$ cat config.mk
export PLATFORM = sky130hd
export DESIGN_NAME = if_fetch_stage
export DESIGN_NICKNAME = d
export VERILOG_FILES = /design/src/rtl/if_fetch_stage.sv
export SDC_FILE = /design/constraint.sdc
export NUM_CORES = 1
export LEC_CHECK = 0
export ABC_CLOCK_PERIOD_IN_PS = 2600
export BUFFER_PORTS_ARGS = -buffer_cell sky130_fd_sc_hd__buf_2
export CORE_ASPECT_RATIO = 1.2
export CORE_UTILIZATION = 38
export DETAILED_ROUTE_END_ITERATION = 8
export PLACE_DENSITY = 0.55
export REMOVE_ABC_BUFFERS = 1
export SLEW_MARGIN = 20
export SYNTH_ARGS = -nofsm -noshare
export SYNTH_HDL_FRONTEND = slang
export SYNTH_SLANG_ARGS = --single-unit
$ cat constraint.sdc
create_clock -name clk -period 2.6 [get_ports clk]
set_input_delay 0.52 -clock clk [delete_from_list [all_inputs] [get_ports clk]]
set_output_delay 0.52 -clock clk [all_outputs]
set_load 0.01 [all_outputs]
$ cat src/rtl/if_fetch_stage.sv
// Instruction-fetch stage: owns the PC, runs a single-outstanding I-memory request,
// and feeds the IF/ID slot through a one-entry hold buffer. Optional BTFN prediction: IF_STATIC_PREDICT_EN.
module if_fetch_stage #(
  parameter logic [31:0] RESET_PC = 32'h0000_0060
) (
  input  logic        clk,
  input  logic        rst_n,
  output logic        imem_read,
  output logic [31:0] imem_address,
  input  logic [31:0] imem_rdata,
  input  logic        imem_resp,
  input  logic        stall_i,
  input  logic        redirect_valid,
  input  logic [31:0] redirect_pc,
  output logic        if_id_valid,
  output logic [31:0] if_id_instruction,
  output logic [31:0] if_id_pc,
  output logic [31:0] if_id_pc_plus4,
  output logic        if_id_br_taken
);

  typedef enum logic [1:0] {S_FETCH, S_HOLD, S_DROP} state_t;

  state_t      state_q, state_d;
  logic [31:0] pc_q, pc_d;
  logic [31:0] stale_q, stale_d;
  logic [31:0] hold_instr_q, hold_instr_d;
  logic [31:0] hold_pc_q, hold_pc_d;
  logic        hold_br_q, hold_br_d;
  logic        out_valid_q, out_valid_d;
  logic [31:0] out_instr_q, out_instr_d;
  logic [31:0] out_pc_q, out_pc_d;
  logic [31:0] out_pc4_q, out_pc4_d;
  logic        out_br_q, out_br_d;

  logic        slot_free;
  logic        pred_taken;
  logic [31:0] next_pc;
  logic        unused_redirect_lsbs;

  assign unused_redirect_lsbs = ^redirect_pc[1:0];

`ifdef IF_STATIC_PREDICT_EN
  logic [31:0] b_imm;

  // Backward conditional branches (negative offset) are predicted taken.
  always_comb begin
    b_imm      = {{20{imem_rdata[31]}}, imem_rdata[7], imem_rdata[30:25],
                  imem_rdata[11:8], 1'b0};
    pred_taken = (imem_rdata[6:0] == 7'b1100011) && imem_rdata[31];
    next_pc    = pred_taken ? (pc_q + b_imm) : (pc_q + 32'd4);
  end
`else
  assign pred_taken = 1'b0;
  assign next_pc    = pc_q + 32'd4;
`endif

  assign slot_free    = !out_valid_q || !stall_i;
  assign imem_read    = rst_n && (state_q != S_HOLD);
  assign imem_address = (state_q == S_DROP) ? stale_q : pc_q;

  assign if_id_valid       = out_valid_q;
  assign if_id_instruction = out_instr_q;
  assign if_id_pc          = out_pc_q;
  assign if_id_pc_plus4    = out_pc4_q;
  assign if_id_br_taken    = out_br_q;

  always_comb begin
    state_d      = state_q;
    pc_d         = pc_q;
    stale_d      = stale_q;
    hold_instr_d = hold_instr_q;
    hold_pc_d    = hold_pc_q;
    hold_br_d    = hold_br_q;
    out_valid_d  = out_valid_q;
    out_instr_d  = out_instr_q;
    out_pc_d     = out_pc_q;
    out_pc4_d    = out_pc4_q;
    out_br_d     = out_br_q;

    if (out_valid_q && !stall_i) begin
      out_valid_d = 1'b0;
      out_br_d    = 1'b0;
    end

    if (redirect_valid) begin
      pc_d        = {redirect_pc[31:2], 2'b00};
      out_valid_d = 1'b0;
      out_br_d    = 1'b0;
      // A request still in flight must be completed at its original address and discarded.
      case (state_q)
        S_FETCH: begin
          if (imem_resp) begin
            state_d = S_FETCH;
          end else begin
            state_d = S_DROP;
            stale_d = pc_q;
          end
        end
        S_HOLD:  state_d = S_FETCH;
        S_DROP:  state_d = imem_resp ? S_FETCH : S_DROP;
        default: state_d = S_FETCH;
      endcase
    end else begin
      case (state_q)
        S_FETCH: begin
          if (imem_resp) begin
            pc_d = next_pc;
            if (slot_free) begin
              out_valid_d = 1'b1;
              out_instr_d = imem_rdata;
              out_pc_d    = pc_q;
              out_pc4_d   = pc_q + 32'd4;
              out_br_d    = pred_taken;
            end else begin
              hold_instr_d = imem_rdata;
              hold_pc_d    = pc_q;
              hold_br_d    = pred_taken;
              state_d      = S_HOLD;
            end
          end
        end
        S_HOLD: begin
          if (slot_free) begin
            out_valid_d = 1'b1;
            out_instr_d = hold_instr_q;
            out_pc_d    = hold_pc_q;
            out_pc4_d   = hold_pc_q + 32'd4;
            out_br_d    = hold_br_q;
            state_d     = S_FETCH;
          end
        end
        S_DROP: begin
          if (imem_resp) state_d = S_FETCH;
        end
        default: state_d = S_FETCH;
      endcase
    end
  end

  always_ff @(posedge clk) begin
    if (!rst_n) begin
      state_q      <= S_FETCH;
      pc_q         <= RESET_PC;
      stale_q      <= '0;
      hold_instr_q <= '0;
      hold_pc_q    <= '0;
      hold_br_q    <= 1'b0;
      out_valid_q  <= 1'b0;
      out_instr_q  <= '0;
      out_pc_q     <= '0;
      out_pc4_q    <= '0;
      out_br_q     <= 1'b0;
    end else begin
      state_q      <= state_d;
      pc_q         <= pc_d;
      stale_q      <= stale_d;
      hold_instr_q <= hold_instr_d;
      hold_pc_q    <= hold_pc_d;
      hold_br_q    <= hold_br_d;
      out_valid_q  <= out_valid_d;
      out_instr_q  <= out_instr_d;
      out_pc_q     <= out_pc_d;
      out_pc4_q    <= out_pc4_d;
      out_br_q     <= out_br_d;
    end
  end

endmodule
==> results of run 1 <==
## cell usage after synthesis (15+ instances only)
cell      count
nand4_1      20
nand2_1     368
nand3_1      91
buf_4        15
buf_2        24
dfxtp_1     218
xor2_1       28
o211a_1      68
o21ai_0      48
nor3_1       19
clkbuf_1     80
a21oi_1      23
xnor2_1      52
mux2_2       30
a21boi_0     98
nor2_1       33
## area by class of cell
| class | instances | area [µm²] |
|---|---|---|
| flip-flops and latches | 218 | 4365 |
| clock inverters | 11 | 137.6 |
| multi-input cells | 974 | 5841 |
| fillers | 2813 | 14820 |
| inverters | 6 | 22.52 |
| repair buffers | 252 | 1533 |
| clock buffers | 34 | 719.4 |
| well taps | 379 | 474.2 |
| diodes | 2 | 5.005 |
## how the worst max path moves through the flow
stage | from | endpoint | slack [ps] | depth (start not counted)
3_3_place_gp | redirect_valid | if_id_pc_plus4[13] | 370 | 5
3_5_place_dp | imem_resp | if_id_pc_plus4[29] | 370 | 8
2_1_floorplan | stall_i | if_id_pc_plus4[26] | -3640 | 4
4_1_cts | state_q[0] | imem_address[15] | 20 | 4
5_1_grt | state_q[0] | imem_address[16] | 70 | 4
6_report | state_q[0] | imem_address[10] | 150 | 4
## state kept, by name, indices dropped and copies added (netlist names), 2 cells and up
name / count
stale_q: 30
if_id_instruction: 32
if_id_pc_plus4: 30
hold_instr_q: 32
pc_q: 30
hold_pc_q: 30
state_q: 2
if_id_pc: 30
## cells by family (layout without fill, tap and decap cells)
group,after synthesis,in the layout,share of synthesized area
buf+inv,133,303,0.05725
xor+xnor,80,80,0.06503
other cells,1,8,0.0003481
compound gates,264,264,0.1841
flops,218,218,0.4051
fa+ha+maj,2,2,0.002322
simple gates,590,590,0.2527
mux,32,32,0.03321
## power by group through the flow
stage,Clock (mW),Combinational [mW],Sequential [mW]
after floorplan,0,0.393,3.70
final,3.67,0.904,3.57
after CTS,3.77,0.915,3.57
after global routing,3.92,0.991,3.58
after global placement,0,0.908,3.64
after detailed placement,0,0.911,3.64
## stage by stage
step                      TNS (ps)  setup WS [ps]  cell area (µm²)  power, mW
final                            0          147.0            13100      8.146
after global routing             0          74.54            13090      8.490
after CTS                        0          16.79            13090      8.248
after detailed placement         0          366.5            12230      4.551
after global placement           0          370.0            12230      4.545
after floorplan            -310000          -3640            10200      4.094
## cells in the final DEF, fill, tap and decap left out, types with 19 or more instances in the layout
master     count
nand4_1       20
buf_2        190
dfxtp_1      217
a21boi_0      98
nand3_1       91
o21ai_0       48
a21oi_1       23
mux2_2        30
nor3_1        19
nor2_1        33
buf_4         52
o211a_1       68
clkbuf_16     25
xnor2_1       52
nand2_1      368
xor2_1        28
## critical path: cells and delay by family (launching register included)
kind	cells	cell delay [ps]
buffers and inverters	2	370
DFF	1	440
muxes	1	410
and+or+nand+nor	1	180
## layer usage
metal	vias up	part of all wire	track usage
met3	29	0.063	0.04529
met2	253	0.48	0.3867
met5	-	0.00052	0
met4	2	0.015	0.04977
li1	4799	-	-
met1	4509	0.44	0.2861
==> reports/results.ini, run 1 <==
[run_status]
status = finished, final reports clean

[logic_synthesis]
syn_area_um2 = 10770
syn_area_per_cell_um2 = 8.162
synth_seq_cells = 218
synth_warnings = 0
synth_seq_area_share = 0.4051
synthArstFlopShare = 0
synth_cells = 1320
synth-edff-count = 0
synthTopCellsByArea = dfxtp_1 (41%), nand2_1 (13%), a21boi_0 (6.8%)
synth_top_area_cell = dfxtp_1
ys.flop_type = dfxtp_1
synth_top_area_share = 0.4051
ys_types = 52

[die]
rows = 67
io-pin-count = 200
start_util = 0.3860
core-area_um2 = 27920
die_height_um = 186.5
die_x_um = 155.7
die_area_um2 = 29030

[power]
p_comb_frac = 0.111
clkPwrFrac = 0.451
seq_power_share = 0.438
power_leakage_nw = 5.844
intPower_mw = 6.093
power.switching_mw = 2.053
irDropWorstVdd_mv = 0.4827
netSwitchingFraction = 0.2520
p_per_area_nw_per_um2 = 621.9

[worst_setup_path]
endpoint_kind = primary output
slowest_delay_ps = 440
r2r_slack_ps = 430
worstPathRequired_ps = 2080
crit_chain = nand2b_1 -> buf_12 -> mux2_2 -> buf_2
arrival_ps = 1930
cp_slowest_cell = dfxtp_2
crit_type = flip-flop to primary output
path_max_fanout = 30
r2r_cells = 6
rr_startpoint = pc_q[7]
timing.rr.end = if_id_pc_plus4[26]
start_kind = flip-flop

[clock_tree]
clock_latency_ps = 520
cts_inserted_buffers = 25
clkSinkCount = 218
cts_buffer_depth = 3
clock-root-buffer = clkbuf_16
cts_resized = 0
clk_pin_slew_ps = 60
postCtsSetupBuffers = 0
ctsHoldBuffers = 0
tritoncts = built
htree_num_levels = 1

[layout]
drive_gt1_frac = 0.2301
final_core_util = 0.4692
stdcell_count = 1876
layout.nets = 1548
area_growth_pct = 21.57

[global_route]
grt_max_degree = 107
grt_pass1_vias = 9073
antenna_found_initial = 3
grt_pass1_wl_mm = 51.33
grt_usage = 0.2243
grt_overflow_total = 0

[worst_hold_path]
min_from = redirect_pc[11]
min_path_cells = 2
hold_path_end = pc_q[11]
min_path_type = primary input to flip-flop

[placed_design]
gp_congestion = 0.8876
io_buffers = 191
dp_hpwl_mm = 22.13
placed_cells = 1829

[timing]
hold_violations = 0
drv_slew = 0
finalCritPeriodShare = 0.9435
max_slew.worst_pin.slew_ps = 682.1
fmax_ghz = 0.4077
final-setup-viol-count = 0
hold_ws_ps = 224.5
grt_setup_unrepaired = no
slew_headroom = 0.5440
fin_skew_ps = 8.401
layout_min_cycle_time_ps = 2453

[drt]
drc = 0
viasPerCell = 5.113
vias = 9592
ant_nets = 0
wl_per_cell_um = 17.41
drt-total-wl_mm = 32.67
drt_iter0_drc = 600
dr.pass1.iters = 5

[run]
max_cap_violations = 0

Note: power is estimated with default switching activity, not from simulation.
==> inputs of run 2 (changes only) <==
Settings changed: CTS_BUF_LIST set to sky130_fd_sc_hd__clkbuf_16.
==> run 2 against run 1 <==
Combinational power hardly changed; flip-flop and latch count stayed put; cell area is 0.46% lower; die area stayed put; sequential power hardly changed; non-clock buffer count stayed put; sequential share of layout area is 0.15 points higher; largest power group is now sequential cells; highest routed layer unchanged; clock power is 5% lower; critical path depth stayed put; maximum frequency hardly changed; cell count stayed put.
==> reports/results.ini, run 2 (synthesized netlist as in run 1, its figures left out) <==
[drt]
drc = 0
drt_iter0_drc = 578
dr.pass1.iters = 5
vias = 9582
wl_per_cell_um = 17.42
ant_nets = 0
drt-total-wl_mm = 32.68
viasPerCell = 5.108

[clock_tree]
clk_pin_slew_ps = 60
cts_buffer_depth = 3
cts_inserted_buffers = 25
htree_num_levels = 1
tritoncts = built
clkSinkCount = 218
clock-root-buffer = clkbuf_16
postCtsSetupBuffers = 0
ctsHoldBuffers = 0
clock_latency_ps = 520

[power]
seq_power_share = 0.448
irDropWorstVdd_mv = 0.4830
netSwitchingFraction = 0.2583
p_comb_frac = 0.114
intPower_mw = 5.904
p_per_area_nw_per_um2 = 610.5
clkPwrFrac = 0.438
power_leakage_nw = 5.823
power.switching_mw = 2.056

[run]
max_cap_violations = 0

[global_route]
grt_overflow_total = 0
grt_pass1_vias = 9076
grt_pass1_wl_mm = 51.31
antenna_found_initial = 3
grt_max_degree = 107
grt_usage = 0.2242

[worst_setup_path]
crit_type = flip-flop to primary output
timing.rr.end = if_id_pc_plus4[26]
start_kind = flip-flop
worstPathRequired_ps = 2080
endpoint = imem_address[10]
arrival_ps = 1930
path_max_fanout = 30
endpoint_kind = primary output
rr_startpoint = pc_q[7]
r2r_slack_ps = 440
r2r_cells = 6
startpoint = state_q[0]

[timing]
fmax_ghz = 0.4080
max_slew.worst_pin.slew_ps = 681.4
final-setup-viol-count = 0
slew_headroom = 0.5445
hold_violations = 0
grt_setup_unrepaired = no
finalCritPeriodShare = 0.9427
fin_skew_ps = 7.540
drv_slew = 0
layout_min_cycle_time_ps = 2451
tns_ps = 0

[placed_design]
dp_hpwl_mm = 22.13
io_buffers = 191
gp_congestion = 0.8876

[die]
die_x_um = 155.7
start_util = 0.3860
die_area_um2 = 29030
die_height_um = 186.5
io-pin-count = 200
core-area_um2 = 27920
rows = 67

[worst_hold_path]
min_from = redirect_pc[11]
min_path_type = primary input to flip-flop

[layout]
layout.nets = 1548
mostFrequentLayoutCells = nand2_1 (368), dfxtp_1 (217), buf_2 (190)
layout_commonest_cell = nand2_1
final_core_util = 0.4670
area_growth_pct = 21.01
drive_gt1_frac = 0.2261

[run_status]
status = finished, final reports clean

==> run 2: worst min path at each step <==
stage,slack (ps),endpoint,cells past startpoint
floorplan,440,stale_q[10],2
global placement,430,if_id_pc_plus4[16],2
detailed placement,440,if_id_pc_plus4[16],2
CTS,200,pc_q[11],2
global route,230,pc_q[11],2
finish,220,pc_q[11],2
==> run 2: what timing repair did <==
action,in CTS,in global routing
gates resized for setup,0,1
setup endpoints to repair,0,30
endpoints found under the hold margin,0,0
==> run 2: final cells by class <==
cell class | instances | area (µm²)
sequential | 218 | 4365
inverter | 6 | 22.52
clock inverter | 20 | 171.4
fill | 2819 | 14880
antenna | 2 | 5.005
tap | 379 | 474.2
timing repair buffer | 252 | 1533
clock buffer | 25 | 625.6
multi-input combinational | 974 | 5841
==> run 2: per-stage QoR <==
stage                     hold slack [ps]  instances  setup slack, ps  cell area, µm²  total power, mW
after CTS                           203.2       1874            16.79           13030            8.052
after global placement              433.1       1829            370.0           12230            4.545
after floorplan                     440.9       1198            -3640           10200            4.094
after global routing                226.3       1874            74.54           13030            8.294
final                               222.9       1876            149.1           13040            7.960
after detailed placement            436.1       1829            366.5           12230            4.551
==> run 2: layer usage <==
layer | GRT usage | part of all wire | routed length [µm] | up-vias
li1 | - | - | - | 4801
met1 | 0.2861 | 0.44 | 14350 | 4492
met2 | 0.3862 | 0.48 | 15790 | 258
met3 | 0.04529 | 0.062 | 2037 | 29
met4 | 0.04977 | 0.015 | 490 | 2
met5 | 0 | 0.00052 | 17 | -
==> run 2: power by group through the flow <==
stage	clock network, mW	registers (mW)	logic [mW]
after floorplan	0	3.70	0.393
after global placement	0	3.64	0.908
after detailed placement	0	3.64	0.911
after CTS	3.57	3.57	0.915
after global routing	3.72	3.58	0.991
final	3.49	3.57	0.904
==> run 2: worst max-delay path: stages (launching register included) <==
cell,delay [ps]
dfxtp_2,440
nand2b_1,180
buf_12,220
mux2_2,410
buf_2,150
==> inputs of run 3 (changes only) <==
Settings changed: CORE_UTILIZATION 38 to 50, PLACE_DENSITY 0.55 to 0.7.
==> run 3 against run 2 <==
Register-to-register slack worse by 80 ps; worst hold slack better by 14 ps; cell area shrank 1.5%; highest routed layer is now met4; global-route usage grew 5.1 points; maximum frequency barely moved; cell count fell by 6.1%; sequential power barely moved; total power is 2.6% lower.
==> reports/results.ini, run 3 (synthesized netlist as in run 1, its figures left out) <==
[worst_setup_path]
rr_startpoint = pc_q[7]
crit_chain = nand2b_1 -> buf_4 -> mux2_2 -> buf_2
path_max_fanout = 20
endpoint_kind = primary output
r2r_cells = 6
arrival_ps = 1930
start_kind = flip-flop
path_buf_inv = 2
slowest_delay_ps = 440
worstPathRequired_ps = 2080
timing.rr.end = if_id_pc_plus4[26]
crit_type = flip-flop to primary output
r2r_slack_ps = 360
crit_family = flip-flops
cp_slowest_cell = dfxtp_2

[timing]
max_slew.worst_pin.slew_ps = 601.6
fin_skew_ps = 8.999
grt_setup_unrepaired = no
hold_ws_ps = 237.0
slew_headroom = 0.5978
final-setup-viol-count = 0
fmax_ghz = 0.4080
tns_ps = 0
finalCritPeriodShare = 0.9427
hold_violations = 0
layout_min_cycle_time_ps = 2451
drv_slew = 0

[power]
irDropWorstVdd_mv = 0.5210
p_per_area_nw_per_um2 = 603.5
total_power_mw = 7.754
power_leakage_nw = 5.811

[layout]
fillerInstances = 1943
layout_commonest_cell = nand2_1
drive_gt1_frac = 0.2227
mostFrequentLayoutCells = nand2_1 (368), dfxtp_1 (217), buf_2 (190)
area_growth_pct = 19.24
layout.nets = 1544
stdcell_count = 1762
fin_area_um2 = 12850

[worst_hold_path]
min_path_cells = 2
min_from = redirect_pc[11]
hold_path_end = pc_q[11]
min_path_type = primary input to flip-flop

[drt]
viasPerCell = 5.508
drt-total-wl_mm = 30.70
vias = 9705
drt_iter0_drc = 597
wl_per_cell_um = 17.43
ant_nets = 0
drc = 0
dr.pass1.iters = 5

[run]
max_cap_violations = 0

[placed_design]
gp_congestion = 0.9475
placed_cells = 1717
placed_cell_area_um2 = 12080
io_buffers = 191
dp_hpwl_mm = 21.44

[global_route]
grt_pass1_vias = 9152
antenna_found_initial = 1
grt_usage = 0.2755
grt_max_degree = 82
grt_pass1_wl_mm = 48.16
grt_overflow_total = 0

[die]
start_util = 0.5120
rows = 58
die_x_um = 136.0
die_height_um = 162.8
die_area_um2 = 22140
io-pin-count = 200
core-area_um2 = 21050

[clock_tree]
tritoncts = built
cts_buffer_depth = 3
clk_pin_slew_ps = 60
clock_latency_ps = 510
clkSinkCount = 218
ctsHoldBuffers = 0
clock-root-buffer = clkbuf_16
htree_num_levels = 1
cts_inserted_buffers = 24
postCtsSetupBuffers = 0

[run_status]
status = finished, final reports clean

run 3: layout make-up:
class | instances | area [µm²] | share of cell area
Timing Repair Buffer | 249 | 1519 | 0.1182
Clock buffer | 25 | 625.6 | 0.04870
Multi-Input combinational cell | 974 | 5841 | 0.4546
Antenna cell | 1 | 2.502 | 0.0001948
Tap cell | 270 | 337.8 | 0.02630
Clock inverter | 19 | 133.9 | 0.01042
Inverter | 6 | 22.52 | 0.001753
Sequential cell | 218 | 4365 | 0.3398
run 3: timing repair:
| action | in CTS | in global routing |
|---|---|---|
| setup endpoints to repair | 0 | 20 |
| hold endpoints to repair | 0 | 0 |
| gates resized for setup | 0 | 1 |
run 3: worst max-delay path by stage:
stage | startpoint | end | cells past startpoint
after global routing | state_q[0] | imem_address[29] | 4
after CTS | state_q[0] | imem_address[2] | 4
after global placement | pc_q[7] | if_id_pc_plus4[26] | 6
after detailed placement | stall_i | if_id_pc[9] | 7
final | state_q[0] | imem_address[2] | 4
after floorplan | stall_i | if_id_pc_plus4[26] | 4
run 3: metrics by stage:
| step | setup WS (ps) | utilization |
|---|---|---|
| after floorplan | -3640 | - |
| after global placement | 380.0 | 0.5742 |
| after detailed placement | 370.0 | 0.5742 |
| after CTS | 0.1141 | 0.6103 |
| after global routing | 87.37 | 0.6103 |
| final | 148.9 | 0.6105 |
run 3: routing by layer:
metal | track usage | wire, µm
met1 | 0.3461 | 13100
met2 | 0.4640 | 14570
met3 | 0.04762 | 1854
met4 | 0.1101 | 1182
met5 | 0 | 0
run 3: worst register-to-register path: cells and delay by family (launching register included):
family	cells	cell delay, ps
and+or+nand+nor	4	1140
DFF	1	580
AOI/OAI and AO/OA	1	250
xor gates and xnor gates	1	160
run 3: report_power, final:
group	internal (mW)	switching, mW	total (mW)	leakage [nW]
clock network	1.93	1.36	3.29	0.396
logic	0.383	0.498	0.882	3.64
registers	3.48	0.105	3.58	1.78
total	5.79	1.96	7.75	5.81
